===== src/rtl/decoder_stage_controller.sv =====
// Stage sequencer for a PE-array decoder: walks each syndrome round through
// load / grow / merge / peel / result / write-back and broadcasts the stage.
module decoder_stage_controller #(
  parameter  int NUM_PES      = 16,
  parameter  int NUM_CONTEXTS = 2,
  parameter  int GROW_CYCLES  = 2,
  parameter  int MERGE_QUIET  = 3,
  parameter  int PEEL_CYCLES  = 2,
  parameter  int MAX_ITER     = 15,
  localparam int STAGE_WIDTH  = 3,
  localparam int ITER_W       = $clog2(MAX_ITER + 1),
  localparam int CTX_W        = (NUM_CONTEXTS > 1) ? $clog2(NUM_CONTEXTS) : 1
) (
  input  logic                   clk,
  input  logic                   reset,
  input  logic                   input_valid,
  output logic                   input_ready,
  input  logic [NUM_PES-1:0]     busy,
  input  logic [NUM_PES-1:0]     odd,
  output logic [STAGE_WIDTH-1:0] global_stage,
  output logic                   output_valid,
  input  logic                   output_ready,
  output logic [ITER_W-1:0]      iteration_count,
  output logic                   iter_limit_hit,
  output logic [CTX_W-1:0]       context_id
);

  localparam logic [STAGE_WIDTH-1:0] STAGE_IDLE                = 3'd0;
  localparam logic [STAGE_WIDTH-1:0] STAGE_MEASUREMENT_LOADING = 3'd1;
  localparam logic [STAGE_WIDTH-1:0] STAGE_GROW                = 3'd2;
  localparam logic [STAGE_WIDTH-1:0] STAGE_MERGE               = 3'd3;
  localparam logic [STAGE_WIDTH-1:0] STAGE_PEELING             = 3'd4;
  localparam logic [STAGE_WIDTH-1:0] STAGE_RESULT_VALID        = 3'd5;
  localparam logic [STAGE_WIDTH-1:0] STAGE_WRITE_TO_MEM        = 3'd6;

  // One shared phase counter: GROW/PEELING cycle count, or the MERGE quiet count.
  localparam int CNT_MAX = (GROW_CYCLES > MERGE_QUIET)
                         ? ((GROW_CYCLES > PEEL_CYCLES) ? GROW_CYCLES : PEEL_CYCLES)
                         : ((MERGE_QUIET > PEEL_CYCLES) ? MERGE_QUIET : PEEL_CYCLES);
  localparam int CNT_W   = $clog2(CNT_MAX + 1);

  logic [STAGE_WIDTH-1:0] state_q, state_d;
  logic [CNT_W-1:0]       cnt_q, cnt_d;
  logic [ITER_W-1:0]      iter_q, iter_d;
  logic                   limit_q, limit_d;
  logic [CTX_W-1:0]       ctx_q, ctx_d;

  logic             any_busy, any_odd, iter_at_max, merge_done;
  logic [CNT_W-1:0] quiet_next;

  assign any_busy    = |busy;
  assign any_odd     = |odd;
  assign iter_at_max = (iter_q == ITER_W'(MAX_ITER));
  assign quiet_next  = any_busy ? '0 : cnt_q + 1'b1;
  assign merge_done  = (quiet_next == CNT_W'(MERGE_QUIET));

  always_ff @(posedge clk or posedge reset) begin
    if (reset) begin
      state_q <= STAGE_IDLE;
      cnt_q   <= '0;
      iter_q  <= '0;
      limit_q <= 1'b0;
      ctx_q   <= '0;
    end else begin
      state_q <= state_d;
      cnt_q   <= cnt_d;
      iter_q  <= iter_d;
      limit_q <= limit_d;
      ctx_q   <= ctx_d;
    end
  end

  always_comb begin
    state_d = state_q;
    case (state_q)
      STAGE_IDLE:                if (input_valid) state_d = STAGE_MEASUREMENT_LOADING;
      STAGE_MEASUREMENT_LOADING: state_d = STAGE_GROW;
      STAGE_GROW:                if (cnt_q == CNT_W'(GROW_CYCLES - 1)) state_d = STAGE_MERGE;
      STAGE_MERGE: begin
        if (merge_done) state_d = (any_odd && !iter_at_max) ? STAGE_GROW : STAGE_PEELING;
      end
      STAGE_PEELING:             if (cnt_q == CNT_W'(PEEL_CYCLES - 1)) state_d = STAGE_RESULT_VALID;
      STAGE_RESULT_VALID:        if (output_ready) state_d = STAGE_WRITE_TO_MEM;
      STAGE_WRITE_TO_MEM:        state_d = STAGE_IDLE;
      default:                   state_d = STAGE_IDLE;
    endcase
  end

  always_comb begin
    cnt_d   = '0;
    iter_d  = iter_q;
    limit_d = limit_q;
    ctx_d   = ctx_q;
    // The counter restarts from zero on every stage change.
    if (state_d == state_q) begin
      case (state_q)
        STAGE_GROW, STAGE_PEELING: cnt_d = cnt_q + 1'b1;
        STAGE_MERGE:               cnt_d = quiet_next;
        default:                   cnt_d = '0;
      endcase
    end
    case (state_q)
      STAGE_MEASUREMENT_LOADING: begin
        iter_d  = '0;
        limit_d = 1'b0;
      end
      STAGE_MERGE: begin
        if (merge_done && any_odd) begin
          if (iter_at_max) limit_d = 1'b1;
          else             iter_d  = iter_q + 1'b1;
        end
      end
      STAGE_WRITE_TO_MEM: begin
        ctx_d = (ctx_q == CTX_W'(NUM_CONTEXTS - 1)) ? '0 : ctx_q + 1'b1;
      end
      default: ;
    endcase
  end

  always_comb begin
    global_stage    = state_q;
    input_ready     = (state_q == STAGE_IDLE) && !reset;
    output_valid    = (state_q == STAGE_RESULT_VALID);
    iteration_count = iter_q;
    iter_limit_hit  = limit_q;
    context_id      = ctx_q;
  end

endmodule


===== config.mk =====
export PLATFORM = sky130hd
export DESIGN_NAME = decoder_stage_controller
export DESIGN_NICKNAME = d
export VERILOG_FILES = /design/src/rtl/decoder_stage_controller.sv
export SDC_FILE = /design/constraint.sdc
export NUM_CORES = 1
export LEC_CHECK = 0
export BUFFER_PORTS_ARGS = -buffer_cell sky130_fd_sc_hd__buf_2
export CORE_MARGIN = 2
export CORE_UTILIZATION = 43
export DETAILED_ROUTE_END_ITERATION = 16
export GPL_TIMING_DRIVEN = 1
export PLACE_DENSITY = 0.82
export SLEW_MARGIN = 20
export SYNTH_ARGS = -nofsm -noshare
export SYNTH_HDL_FRONTEND = slang
export SYNTH_SLANG_ARGS = --single-unit
export TNS_END_PERCENT = 1

===== constraint.sdc =====
create_clock -name clk -period 3.5 [get_ports clk]
set_input_delay 0.35 -clock clk [delete_from_list [all_inputs] [get_ports clk]]
set_output_delay 0.35 -clock clk [all_outputs]
set_load 0.01 [all_outputs]

## Word-level counts from Yosys, hierarchy flattened

Index checks and enable logic that the tools add are counted.

| operators by class | value |
|---|---|
| bitwise operators | 0 |
| multiplexer cells | 17 |
| add/sub/neg operators | 3 |
| div/mod/pow operators | 0 |
| magnitude comparators | 0 |
| multipliers | 0 |
| reductions and logical operators | 12 |
| shifts and indexed selects | 0 |
| eq/ne operators | 13 |

Operator list:

| cell | number |
|---|---|
| $reduce_or A16 Y1 | 2 |
| $mux W3 | 6 |
| $pmux W3 S6 | 1 |
| $eq A3 B3 Y1 const B | 3 |
| $mux W4 | 2 |
| $pmux W4 S2 | 1 |
| $eq A3 B2 Y1 const B | 2 |
| $ne A2 B2 Y1 const B | 3 |
| $reduce_and A3 Y1 | 2 |
| $add A4 B1 Y4 const B | 1 |
| $eq A4 B4 Y1 const B | 1 |
| $mux W2 | 2 |
| $pmux W2 S2 | 1 |
| $eq A3 B1 Y1 const B | 1 |
| $eq A3 B3 Y1 | 1 |
| $logic_and A1 B1 Y1 | 3 |
| $logic_not A3 Y1 | 1 |
| $mux W1 | 3 |
| $add A2 B1 Y2 const B | 1 |
| $eq A2 B1 Y1 const B | 1 |
| $eq A2 B2 Y1 const B | 1 |
| $logic_not A1 Y1 | 2 |
| $pmux W1 S2 | 1 |
| $reduce_bool A2 Y1 | 1 |
| other kinds (2) | 2 |

| storage, ports and cells | value |
|---|---|
| memory bits (read-only) | 0 |
| logic and storage cells | 50 |
| memories kept | 0 |
| bits in latches | 0 |
| memory bits (writable) | 0 |
| register bits | 11 |
| output and inout bits | 11 |

## Longest topological paths before layout

| depth | value |
|---|---|
| depth in word-level cells | 8 |
| gate-level depth with buffers | 7 |
| mapped depth without buffers | 7 |

## Least setup slack after synthesis

No wires, ideal clock.

| path | value |
|---|---|
| path type | in2reg |
| start point | input busy[6] |
| end point | register iter_q[1], in the netlist iteration_count[1] |
| library setup time | 126 ps |
| required time | 3,374 ps |
| stages | 5 |
| data arrival time | 1,827 ps |
| path slack | 1,547 ps |
| cell sequence | or4_4 > or2_4 > nor4_4 > nor2_1 > a311o_1 |

| on the way | value |
|---|---|
| word-level cells in the longest chain between the ends | 6 |

Ends and longest elaborated chain:

| what | line | source |
|---|---|---|
| start, declared | 18 | `input logic [NUM_PES-1:0] busy,` |
| $reduce_or A16 Y1 | 51 | `assign any_busy = \|busy;` |
| $mux W2 | 54 | `assign quiet_next = any_busy ? '0 : cnt_q + 1'b1;` |
| $eq A2 B2 Y1 | 55 | `assign merge_done = (quiet_next == CNT_W'(MERGE_QUIET));` |
| $logic_and A1 B1 Y1 | 108 | `if (merge_done && any_odd) begin` |
| $ne A2 B2 Y1 (no line) | - |  |
| $reduce_and A3 Y1 (no line) | - |  |
| end signal, assigned | 67 | `iter_q <= iter_d;` |
| end, declared | 44 | `logic [ITER_W-1:0] iter_q, iter_d;` |

Every way passes these cells.
A chain may end at the register's enable or synchronous reset.

## Final worst setup path

| path | value |
|---|---|
| start point | register cnt_q[0] |
| end point | register iter_q[1], in the netlist iteration_count[1] |

| on the way | value |
|---|---|
| word-level cells in the longest chain between the ends | 6 |

Ends and longest elaborated chain:

| what | line | source |
|---|---|---|
| start, declared | 43 | `logic [CNT_W-1:0] cnt_q, cnt_d;` |
| start signal, assigned | 66 | `cnt_q <= cnt_d;` |
| $add A2 B1 Y2 | 54 |  |
| $mux W2 | 54 |  |
| $eq A2 B2 Y1 | 55 |  |
| $logic_and A1 B1 Y1 | 108 |  |
| $ne A2 B2 Y1 (no line) | - |  |
| $reduce_and A3 Y1 (no line) | - |  |

Every way passes these cells.

==> reports/results.ini <==
[outcome]
outcome=complete, no violations

[detailed_routing]
vias=765
first_iter_violations=9
first_pass_iters=4
vias_per_instance=5.426
detail_route.drc_violations=0
ant_nets=0
wl_per_cell_um=12.77
route.final.wire_length_mm=1.801

[synthesis]
synth.largest_area_cell=dfrtp_1
yosys.area.top_type_share=0.3929
synthesis.nets=114
synthTopCellsByCount=11 x dfrtp_1, 11 x nor2_1, 9 x nor4_1, 5 x nand2_1
post_synth_num_cell_types=33
ys_dominant_reg_cell=dfrtp_1
post_synth_instance_area_sq_um=700.7
ys_ff_latch=11
ys_warnings=0
synthTopCellsByArea=dfrtp_1 39%, nor4_1 8.0%, nor2_1 5.9%
fraction_of_the_yosys_area_taken_by_sequential_cells=0.3929
ys_async_sr_fraction=1.000
synth-edff-count=0
syn_avg_cell_area_sq_um=9.219
post_syn_instances=76

[critical_path]
worst_path_max_fanout=5
cpMostUsedCell=nor2_1
worstPathCellList=ha_1 -> nor2_1 -> nand4_1 -> nor4_4 -> nor2_1 -> a311o_1
critical_path.top_delay_family=simple AND/OR/NAND/NOR gates
worst-setup-path-type=reg2reg
crit_path_buf_inv_count=0
crit_arrival_ns=2.16
ff2ff_path_depth=6
critPathLaunchType=register
cp_data_required_time_ns=3.66
cpPeakStageDelay_ns=0.42
critical_path.slowest_cell=nor4_4
end_kind=register
cp.depth=6

[power]
power_per_cell_area_mw_per_mm2=460.3
power_leakage_nw=0.5098
ir_worst_vdd_mv=0.2448

[sta]
clock_skew_ns=0.004815
fin_crit_period_ns=2.001
timing.setup.tns_ns=0
setup_violations=0
maxClockFrequency_mhz=499.7
final.period_utilization=0.5718
worst_slew_pin_slew_ns=0.4340
finalHoldViolations=0
slew_viol_final=0
slew_headroom=0.7103
rsz0062_at_grt=false

[layout]
multiInputGateArea_sq_um=399.1
utilization=0.6338
insertedDiodeCount=0
post-route-cell-area_sq_um=965.9
fill_cells=136
drive_gt1_frac=0.4640
area_delta_synth_final_pct=37.86
num-nets-final=164
register_area_sq_um=275.3

[cts]
cts_htree_levels=1
clk-insertion-delay-late_ns=0.27
cts_setup_buffers=0
cts.path.max_buffers=2
cts_root_buffer=clkbuf_4
worst_setup_hold_path_clk_slew_ns=0.07
post_cts.resized_instances=0
post_cts_hold_buffer_count=0
cts_made_buffers=3
tritoncts_clock_tree=done
cts.sinks=11

[place]
io_buffer_count=46
placedInstanceArea_sq_um=939.7
dp.final_hpwl_mm=1.468
finalWeightedCongestion=0.7917

[die]
core.rowCount=14
core_area_sq_mm=0.001524
die_area_sq_mm=0.001968
design.portCount=47
chipWidth_um=44.37
initial_utilization=0.4598
fp.dieH_um=44.37

[global_route]
global_route.overflow_total=0
grt_pass1_vias=740
grt_antenna_before_repair=0
grt_start_max_net_pins=15
grt_util_all_layers=0.2121
grt_pass1_wl_mm=3.070

[run]
max_cap_viol_count=0

[min_path]
hold_path_class=in2async

## cell families after synthesis
group | count (synthesis) | synth area share
DFF | 11 | 0.3929
xor gates and xnor gates | 3 | 0.03751
adders and majority gates | 2 | 0.03571
muxes | 1 | 0.01429
buffers and inverters | 5 | 0.03749
and+or+nand+nor | 43 | 0.3715
AOI/OAI and AO/OA | 11 | 0.1107
## flip-flops by register name, indices dropped and copies added, names as in the netlist
name and cells:
cnt_q 2, iteration_count 4, context_id 1, iter_limit_hit 1, global_stage 3
## worst reg2reg max path, cell delays in order, from the launching register on
cell     delay (ns)
dfrtp_1        0.40
ha_1           0.31
nor2_1         0.10
nand4_1        0.26
nor4_4         0.42
nor2_1         0.09
a311o_1        0.32
## report_power, final
part / leakage (nW) / internal, mW / switching, mW
clock network: 0.0150 / 0.0442 / 0.0423
registers: 0.145 / 0.151 / 0.0435
logic: 0.350 / 0.0851 / 0.0789
## placed cells by master (no fill, tap or decap)
cell type  count
buf_2         46
nor2_1        11
dfrtp_1       11
nor4_1         9
nand2_1        5
inv_1          4
nor3_1         4
clkbuf_4       3
a21oi_1        2
xnor2_1        2
nand2b_1       2
o21ai_0        2
ha_1           2
and3_1         1
xor2_1         1
or2b_2         1
and3_2         1
or4_4          1
or2_4          1
nand4_1        1
and4_2         1
nand4b_1       1
o221a_2        1
mux2i_1        1
o22ai_1        1
or2_2          1
o31ai_1        1
a31o_2         1
a211oi_1       1
a31oi_1        1
nor4_4         1
and2_1         1
a311o_1        1
and4b_1        1
clkbuf_1       1
## layout make-up
class                      count  area share
clock buffer                   4     0.02720
inverter                       4     0.01554
timing repair buffer          46      0.2383
multi-input combinational     60      0.4132
tap                           16     0.02073
sequential                    11      0.2850
## through the flow
step	hold slack, ns	instances	setup slack [ns]	power [mW]
2_1_floorplan	0.2024	76	1.547	0.3072
3_3_place_gp	0.3744	137	1.414	0.3538
3_5_place_dp	0.3756	137	1.352	0.3580
4_1_cts	0.08064	141	1.493	0.4488
5_1_grt	0.1136	141	1.396	0.4802
6_report	0.07408	141	1.499	0.4446
## per-layer routing
metal	global-route usage	up-vias	part of all wire
li1	-	383	-
met5	0	-	0
met2	0.3824	24	0.52
met1	0.2314	350	0.41
met3	0.05306	8	0.053
met4	0.09697	0	0.022
## final timing paths
check,startpoint,endpoint,slack [ns]
max,cnt_q[0],iteration_count[1],1.50
min,reset,context_id,0.07
max reg2reg,cnt_q[0],iteration_count[1],1.50
min reg2reg,context_id,context_id,0.47
max in group asynchronous,reset,iteration_count[3],3.12
min in group clk,output_ready,global_stage[0],0.46
Power figures use the tool's default switching activity.
